File: src/rtl/fetch_queue_if.sv
// Handshake bundle between fetch (PC + instruction memory), the fetch queue and decode.
// The master drives the fetch pair and decode acceptance; the slave is the queue itself.
interface fetch_queue_if #(
    parameter int unsigned DEPTH = 4
);
    logic [31:0]             pc_addr;
    logic [31:0]             instr_in;
    logic                    fetch_valid;
    logic                    fetch_ready;
    logic                    dec_ready;
    logic                    dec_valid;
    logic [31:0]             dec_instr;
    logic [31:0]             dec_pc;
    logic [31:0]             dec_pc_plus4;
    logic                    flush;
    logic [$clog2(DEPTH):0]  count;

    modport master (
        output pc_addr, instr_in, fetch_valid, dec_ready, flush,
        input  fetch_ready, dec_valid, dec_instr, dec_pc, dec_pc_plus4, count
    );

    modport slave (
        input  pc_addr, instr_in, fetch_valid, dec_ready, flush,
        output fetch_ready, dec_valid, dec_instr, dec_pc, dec_pc_plus4, count
    );
endinterface

File: src/rtl/fetch_queue.sv
// First-word-fall-through queue of {PC, instruction} pairs between fetch and decode.
// Fetch_Ready gates the PC enable; Flush drops all wrong-path entries.
module fetch_queue #(
    parameter int unsigned DEPTH    = 4,
    parameter logic [31:0] NOP_WORD = 32'h0000_0000
) (
    input  logic          clk,
    input  logic          rst_n,
    fetch_queue_if.slave  bus
);
    localparam int unsigned AW = $clog2(DEPTH);
    localparam int unsigned CW = $clog2(DEPTH) + 1;

    typedef struct packed {
        logic [31:0] pc;
        logic [31:0] instr;
    } entry_t;

    entry_t        mem_q [DEPTH];
    logic [AW-1:0] wr_ptr_q, wr_ptr_d;
    logic [AW-1:0] rd_ptr_q, rd_ptr_d;
    logic [CW-1:0] count_q,  count_d;

    logic          full;
    logic          empty;
    logic          push;
    logic          pop;
    entry_t        head;
    logic [31:0]   dec_pc;

    assign full  = (count_q == CW'(DEPTH));
    assign empty = (count_q == '0);

    // Ready depends only on registered occupancy and reset, never on Dec_Ready or Flush.
    assign bus.fetch_ready = rst_n && !full;

    assign push = bus.fetch_valid && bus.fetch_ready && !bus.flush;
    assign pop  = !empty && bus.dec_ready && !bus.flush;

    always_comb begin
        wr_ptr_d = wr_ptr_q;
        rd_ptr_d = rd_ptr_q;
        count_d  = count_q;
        if (bus.flush) begin
            wr_ptr_d = '0;
            rd_ptr_d = '0;
            count_d  = '0;
        end else begin
            if (push) wr_ptr_d = wr_ptr_q + AW'(1);
            if (pop)  rd_ptr_d = rd_ptr_q + AW'(1);
            unique case ({push, pop})
                2'b10:   count_d = count_q + CW'(1);
                2'b01:   count_d = count_q - CW'(1);
                default: count_d = count_q;
            endcase
        end
    end

    always_ff @(posedge clk or negedge rst_n) begin
        if (!rst_n) begin
            wr_ptr_q <= '0;
            rd_ptr_q <= '0;
            count_q  <= '0;
        end else begin
            wr_ptr_q <= wr_ptr_d;
            rd_ptr_q <= rd_ptr_d;
            count_q  <= count_d;
        end
    end

    // NOTE: storage is reset here because reset must leave every entry at zero; it is a small
    // flop array, not a RAM macro, so the reset costs nothing structurally.
    always_ff @(posedge clk or negedge rst_n) begin
        if (!rst_n) begin
            for (int i = 0; i < DEPTH; i++) begin
                mem_q[i] <= '0;
            end
        end else if (push) begin
            mem_q[wr_ptr_q] <= '{pc: bus.pc_addr, instr: bus.instr_in};
        end
    end

    // Head is read combinationally; an empty queue presents a NOP at address 0.
    assign head              = mem_q[rd_ptr_q];
    assign dec_pc            = empty ? 32'h0 : head.pc;
    assign bus.dec_valid     = !empty;
    assign bus.dec_instr     = empty ? NOP_WORD : head.instr;
    assign bus.dec_pc        = dec_pc;
    assign bus.dec_pc_plus4  = dec_pc + 32'd4;
    assign bus.count         = count_q;
endmodule

File: src/flat_wrapper.sv
// flat-port wrapper written by rule: the top's interface ports become plain ports
module fetch_queue_flat 
#(
    parameter int unsigned DEPTH    = 4,
    parameter logic [31:0] NOP_WORD = 32'h0000_0000
)
  (clk, rst_n, bus_pc_addr, bus_instr_in, bus_fetch_valid, bus_dec_ready, bus_flush, bus_fetch_ready, bus_dec_valid, bus_dec_instr, bus_dec_pc, bus_dec_pc_plus4, bus_count);
  fetch_queue_if #(.DEPTH(DEPTH)) bus_i ();
  input  logic clk;
  input  logic rst_n;
  input wire logic [$bits(bus_i.pc_addr)-1:0] bus_pc_addr;
  input wire logic [$bits(bus_i.instr_in)-1:0] bus_instr_in;
  input wire logic [$bits(bus_i.fetch_valid)-1:0] bus_fetch_valid;
  input wire logic [$bits(bus_i.dec_ready)-1:0] bus_dec_ready;
  input wire logic [$bits(bus_i.flush)-1:0] bus_flush;
  output wire logic [$bits(bus_i.fetch_ready)-1:0] bus_fetch_ready;
  output wire logic [$bits(bus_i.dec_valid)-1:0] bus_dec_valid;
  output wire logic [$bits(bus_i.dec_instr)-1:0] bus_dec_instr;
  output wire logic [$bits(bus_i.dec_pc)-1:0] bus_dec_pc;
  output wire logic [$bits(bus_i.dec_pc_plus4)-1:0] bus_dec_pc_plus4;
  output wire logic [$bits(bus_i.count)-1:0] bus_count;
  assign bus_i.pc_addr = bus_pc_addr;
  assign bus_i.instr_in = bus_instr_in;
  assign bus_i.fetch_valid = bus_fetch_valid;
  assign bus_i.dec_ready = bus_dec_ready;
  assign bus_i.flush = bus_flush;
  assign bus_fetch_ready = bus_i.fetch_ready;
  assign bus_dec_valid = bus_i.dec_valid;
  assign bus_dec_instr = bus_i.dec_instr;
  assign bus_dec_pc = bus_i.dec_pc;
  assign bus_dec_pc_plus4 = bus_i.dec_pc_plus4;
  assign bus_count = bus_i.count;
  fetch_queue #(.DEPTH(DEPTH), .NOP_WORD(NOP_WORD)) u_core (.clk(clk), .rst_n(rst_n), .bus(bus_i));
endmodule
File: config.mk
export PLATFORM = sky130hd
export DESIGN_NAME = fetch_queue_flat
export DESIGN_NICKNAME = d
export VERILOG_FILES = /design/src/rtl/fetch_queue_if.sv /design/src/rtl/fetch_queue.sv /design/src/flat_wrapper.sv
export SDC_FILE = /design/constraint.sdc
export NUM_CORES = 1
export LEC_CHECK = 0
export ABC_AREA = 1
export BUFFER_PORTS_ARGS = -buffer_cell sky130_fd_sc_hd__buf_2
export CAP_MARGIN = 10
export CORE_UTILIZATION = 30
export DETAILED_ROUTE_END_ITERATION = 8
export PLACE_DENSITY = 0.55
export SLEW_MARGIN = 20
export SYNTH_ARGS = -nofsm -noshare
export SYNTH_HDL_FRONTEND = slang
export SYNTH_SLANG_ARGS = --single-unit
export TNS_END_PERCENT = 30
File: constraint.sdc
create_clock -name clk -period 5.25 [get_ports clk]
set_input_delay 0.525 -clock clk [delete_from_list [all_inputs] [get_ports clk]]
set_output_delay 0.525 -clock clk [all_outputs]
set_load 0.005 [all_outputs]
==> results of run 1 <==
cells by family (layout without fill, tap and decap cells):
kind of cell / after synthesis / after routing / share of synthesized area, %
and+or+nand+nor: 872 / 872 / 26.7
buffers and inverters: 233 / 354 / 7.69
other: 0 / 1 / 0
DFF: 263 / 263 / 49.6
AOI/OAI and AO/OA: 379 / 379 / 14.3
xor gates and xnor gates: 16 / 16 / 1.06
adders and majority gates: 6 / 6 / 0.622
sequential cells by signal, indices dropped and copies added (netlist names):
signal	flops
u_core.mem_q	256
u_core.rd_ptr_q	2
u_core.wr_ptr_q	2
u_core.bus.count	3
worst reg2reg max path, cell delays in order, from the launching register on:
cell     delay, ns
dfrtp_1       0.43
inv_1         0.14
nand3_2       0.08
buf_4         0.25
inv_2         0.10
buf_4         0.67
nor2_1        0.19
nand3_1       0.21
inv_1         0.08
fa_1          0.39
xnor2_1       0.15
xor2_1        0.16
nand2_1       0.07
o21ai_0       0.08
per-stage QoR:
stage	instances	instance area, sq um	power, uW	util (%)
after global placement	2425	14400	5850	33.3
after detailed placement	2425	14400	5900	33.3
after global routing	2475	15400	8520	35.6
after CTS	2475	15400	7980	35.6
final	2476	15400	7890	35.6
after floorplan	1769	13300	4820	-
where the power goes:
group | switching, uW | leakage (uW) | internal, uW
sequential | 355 | 0.00348 | 2570
clock | 799 | 0.000471 | 1250
combinational | 1880 | 0.00362 | 1040
total | 3030 | 0.00757 | 4860
Yosys cell counts:
cell type,instances,area [sq um]
nand3_1,77,385
ha_1,5,62.6
buf_4,8,60.1
fa_1,1,20.0
nand2_1,541,2030
nor2_1,203,762
nand3_2,2,20.0
inv_6,1,8.76
buf_8,1,15.0
and2_1,1,6.26
nand2_2,7,43.8
a21oi_1,40,200
a21oi_2,1,8.76
nand4_1,6,37.5
nor2_4,9,101
inv_1,114,428
clkbuf_1,52,195
inv_2,8,30.0
nand3b_1,3,22.5
nor3_1,2,10.0
xor2_1,12,105
dfrtp_1,263,6580
buf_1,14,52.6
nor2_2,21,131
o21ai_1,8,40.0
buf_6,9,101
o21ai_0,330,1650
buf_2,26,130
xnor2_1,4,35.0
per-layer routing:
metal | global-route usage, % | part of all wire [%]
met5 | 0 | 0.032
met1 | 23.2 | 48
met4 | 3.30 | 1.7
met3 | 2.04 | 4.5
met2 | 28.8 | 46
cell type report:
cell class / instances / area share, %
sequential: 263 / 42.7
multi-input combinational: 1273 / 37.0
timing repair buffer: 182 / 6.28
clock buffer: 45 / 5.76
tap: 585 / 4.75
inverter: 123 / 3.03
clock inverter: 4 / 0.454
antenna: 1 / 0.0162
worst paths after layout:
kind	startpoint	endpoint	slack, ns	cells past startpoint
worst max-delay path	u_core.rd_ptr_q[0]$_DFFE_PN0P_	bus_dec_pc_plus4[24]	0.74	15
worst min register to register	u_core.mem_q[191]$_DFFE_PN0P_	u_core.mem_q[191]$_DFFE_PN0P_	0.48	2
worst min-delay path	bus_flush	u_core.rd_ptr_q[0]$_DFFE_PN0P_	0.23	2
max in group asynchronous	rst_n	u_core.rd_ptr_q[0]$_DFFE_PN0P_	3.43	3
worst max register to register	u_core.bus.count[0]$_DFFE_PN0P_	u_core.bus.count[2]$_DFFE_PN0P_	2.12	13
min in group asynchronous	rst_n	u_core.mem_q[59]$_DFFE_PN0P_	0.55	2
==> flow_summary.json, run 1 <==
{
  "avgSynthCellArea_sq_um": 7.51,
  "die-area_sq_mm": 0.0451,
  "whs_ns": 0.232,
  "netlist_area_sq_mm": 0.0133,
  "postSynthCellCount": 1769,
  "slowest_delay_ns": 0.92,
  "p_per_area_mw_per_mm2": 512,
  "yosys.cell_types.count": 29,
  "arrival_ns": 3.99,
  "globalRouteTotalUtil_pct": 17.0,
  "fin_crit_ns": 4.51,
  "cts_tree": "done",
  "cts_hold_buf": 1,
  "multi_input_area_sq_mm": 0.00570,
  "viasPerCell": 4.72,
  "synth_fp_nets": 1844,
  "slew_headroom_pct": 34.3,
  "nFillCells": 4760,
  "drive_gt1_share_pct": 14.7,
  "fp.dieW_um": 212,
  "nets": 1948,
  "grt_pass1_wl_mm": 61.2,
  "clkLatencyLatePin_ns": 0.54,
  "cts_buffers": 30,
  "status": "completed",
  "io_pins": 170,
  "leakage_uw": 0.00757,
  "io_buffers": 169,
  "fin_crit_sh_pct": 86.0,
  "vias": 11679,
  "syn2layout_area_growth_pct": 16.1,
  "setup_viol": 0,
  "tns_ns": 0,
  "dr.pass1.iters": 5,
  "crit_top_cell": "nand2_1",
  "synth_seq_cells": 263,
  "grt_start_max_net_pins": 140,
  "final_common_cell": "nand2_1",
  "yosysSeqAreaShare_pct": 49.6,
  "drv_cap": 0,
  "rsz0062_at_grt": "no",
  "final_cell_mix": "537 x nand2_1, 330 x o21ai_0, 261 x dfrtp_1",
  "fin_ws_ns": 0.736,
  "num_rows": 76,
  "irDropWorstVdd_uv": 299,
  "die_h_um": 212,
  "cp-start-kind": "flop",
  "crit_buf_inv": 3,
  "post_cts_buffers": 0,
  "cp_max_fo": 132,
  "crit_slowest_cell": "dfrtp_4",
  "max_freq_mhz": 222,
  "wl_mm": 38.0,
  "finalHoldViolCount": 0,
  "crit_type": "reg -> out",
  "path_delay_family": "simple AND/OR/NAND/NOR gates",
  "clock-sinks": 263,
  "worst_pin_slew_ns": 0.986,
  "place_ws_ns": 1.29,
  "cts_resized": 0,
  "hold_path_class": "in -> reg",
  "required_ns": 4.72,
  "cts_max_level": 1,
  "core_area_sq_mm": 0.0434,
  "endpoint_kind": "output port",
  "ant_nets": 0,
  "cts.clk_slew.worst_paths_ns": 0.06,
  "drt_iter0_drc": 882,
  "slew_violations": 0,
  "ys_warn_count": 0,
  "drcViolationCount": 0,
  "path_cells": "inv_6 -> nand2_1 -> nand3_1 -> a21oi_1 -> ha_1 -> inv_1 -> nor2_1 -> nand2_1 -> nor2_1 -> nand2_2 -> nor2_4 -> nand2_1 -> nand2_1 -> nand2_1 -> buf_2",
  "finalClockSkew_ns": 0.0115,
  "clk_path_buf_depth": 3,
  "grt_pass1_vias": 11322,
  "register_area_sq_mm": 0.00659,
  "hpwl_mm": 23.2,
  "routedWlPerCell_um": 15.3,
  "start_util_pct": 30.6,
  "clock-root-buffer": "clkbuf_16",
  "gp_congestion": 0.875,
  "overflow": 0,
  "grt_antenna_before_repair": 1
}
Power figures use the tool's default switching activity.
==> inputs of run 2 (changes only) <==
clock period = 5.2 ns   (was 5.25 ns; I/O delays follow)
==> flow_summary.json, run 2 (synthesis results as in run 1) <==
{
  "max_freq_mhz": 252,
  "cts_buffers": 30,
  "largest_reg_flops": 256,
  "r2r_start": "u_core.bus.count[0]$_DFFE_PN0P_",
  "grt_pass1_vias": 11215,
  "placed_cells": 2427,
  "setup_viol": 0,
  "status": "completed",
  "fin_crit_ns": 3.97,
  "drt_iter0_drc": 755,
  "start_util_pct": 30.6,
  "syn2layout_area_growth_pct": 16.4,
  "stdcell_count": 2483,
  "vias": 11637,
  "rsz0062_at_grt": "no",
  "core_area_sq_mm": 0.0434,
  "ant_nets": 0,
  "nets": 1950,
  "final_cell_mix": "537 x nand2_1, 330 x o21ai_0, 261 x dfrtp_1",
  "hold_path_class": "in -> reg",
  "fin_crit_sh_pct": 76.3,
  "arrival_ns": 3.45,
  "dr.pass1.iters": 5,
  "drv_cap": 0,
  "slew_headroom_pct": 29.2,
  "crit_type": "reg -> out",
  "cts_resized": 0,
  "r2r_slack_ns": 1.82,
  "clock-sinks": 263,
  "endpoint_kind": "output port",
  "leakage_uw": 0.00759,
  "fp.dieW_um": 212,
  "drive_gt1_share_pct": 14.9,
  "diodes": 0,
  "finalClockSkew_ns": 0.0129,
  "finalHoldViolCount": 0,
  "final_util_pct": 35.6,
  "die_h_um": 212,
  "num_rows": 76,
  "tns_ns": 0,
  "grt_pass1_wl_mm": 60.3,
  "hpwl_mm": 23.4,
  "irDropWorstVdd_uv": 311,
  "cts_max_level": 1,
  "cts_tree": "done",
  "io_buffers": 169,
  "clock-root-buffer": "clkbuf_16",
  "cp_max_fo": 94,
  "die-area_sq_mm": 0.0451,
  "clk_path_buf_depth": 3,
  "slew_violations": 0,
  "gp_congestion": 0.873,
  "clkLatencyLatePin_ns": 0.56,
  "rr_endpoint": "u_core.bus.count[2]$_DFFE_PN0P_",
  "reg2reg_depth": 12,
  "cp-startpoint": "u_core.rd_ptr_q[0]$_DFFE_PN0P_",
  "cts.clk_slew.worst_paths_ns": 0.06,
  "wl_mm": 37.8,
  "routedWlPerCell_um": 15.2,
  "viasPerCell": 4.69,
  "grt_start_max_net_pins": 139,
  "critPathCapture": "bus_dec_pc_plus4[31]",
  "globalRouteTotalUtil_pct": 16.8,
  "required_ns": 4.68,
  "drcViolationCount": 0,
  "io_pins": 170,
  "worst_pin_slew_ns": 1.06,
  "p_per_area_mw_per_mm2": 517,
  "largest-register": "u_core.mem_q",
  "grt_antenna_before_repair": 2,
  "cp-start-kind": "flop",
  "overflow": 0,
  "final_common_cell": "nand2_1"
}
-- run 2: cell types whose count changed in the layout (fill, tap and decap cells not counted) --
cell | previous run | this run
clkbuf_1 | 8 | 10
clkbuf_8 | 6 | 8
buf_4 | 11 | 13
clkinv_2 | 2 | 4
diode_2 | 1 | 0
bufinv_16 | 2 | 1
clkinv_4 | 0 | 1
-- run 2: worst min-delay path by stage --
stage | slack (ns) | from | to | cells after the start
2_1_floorplan | 0.22 | rst_n | u_core.bus.count[0]$_DFFE_PN0P_ | 0
3_3_place_gp | 0.46 | rst_n | u_core.mem_q[69]$_DFFE_PN0P_ | 1
3_5_place_dp | 0.47 | rst_n | u_core.mem_q[69]$_DFFE_PN0P_ | 1
4_1_cts | 0.18 | bus_flush | u_core.rd_ptr_q[0]$_DFFE_PN0P_ | 2
5_1_grt | 0.19 | bus_flush | u_core.rd_ptr_q[0]$_DFFE_PN0P_ | 2
6_report | 0.20 | bus_flush | u_core.rd_ptr_q[0]$_DFFE_PN0P_ | 2
-- run 2: per-stage QoR --
step | instance area (sq um) | hold WS [ns] | setup WS [ns] | power (uW)
2_1_floorplan | 13300 | 0.224 | 2.46 | 4860
3_3_place_gp | 14500 | 0.460 | 1.85 | 5900
3_5_place_dp | 14500 | 0.468 | 1.80 | 5950
4_1_cts | 15500 | 0.180 | 1.21 | 8080
5_1_grt | 15500 | 0.188 | 0.853 | 8600
6_report | 15500 | 0.201 | 1.23 | 7980
-- run 2: what timing repair did --
item / in CTS / in global routing
hold endpoints to repair: 55 / 0
hold buffers: 1 / 0
setup buffers: 0 / 0
setup endpoints to repair: 0 / 0
-- run 2: critical path, cell delays in order, from the launching register on --
cell and delay (ns):
dfrtp_4 0.50, inv_6 0.54, buf_4 0.50, nand2_1 0.11, nand2_1 0.08, nand2_1 0.04
o21ai_0 0.26, nand3_1 0.15, nor2_1 0.13, nand2_1 0.07, nor2_1 0.16, nand2_1 0.07
nand2_1 0.06, nand2_1 0.06, buf_2 0.12
-- run 2: layer usage --
metal  wire length [um]  global-route usage (%)  vias up
met5                  8                       0        -
met2              17400                    28.0      295
met3               1800                    2.19       44
li1                   -                       -     5821
met4                569                    3.52        2
met1              18100                    23.2     5475
-- run 2: layout make-up --
type,instances,area [sq um]
multi-input cells,1273,5700
fillers,4693,27900
flip-flops and latches,263,6590
clock inverters,6,58.8
clock buffers,49,923
inverters,123,467
well taps,585,732
repair buffers,184,983
-- run 2: where the power goes --
group,switching (uW),internal [uW]
Sequential,288,2600
Combinational,1960,1050
Clock,835,1250
Total,3080,4900
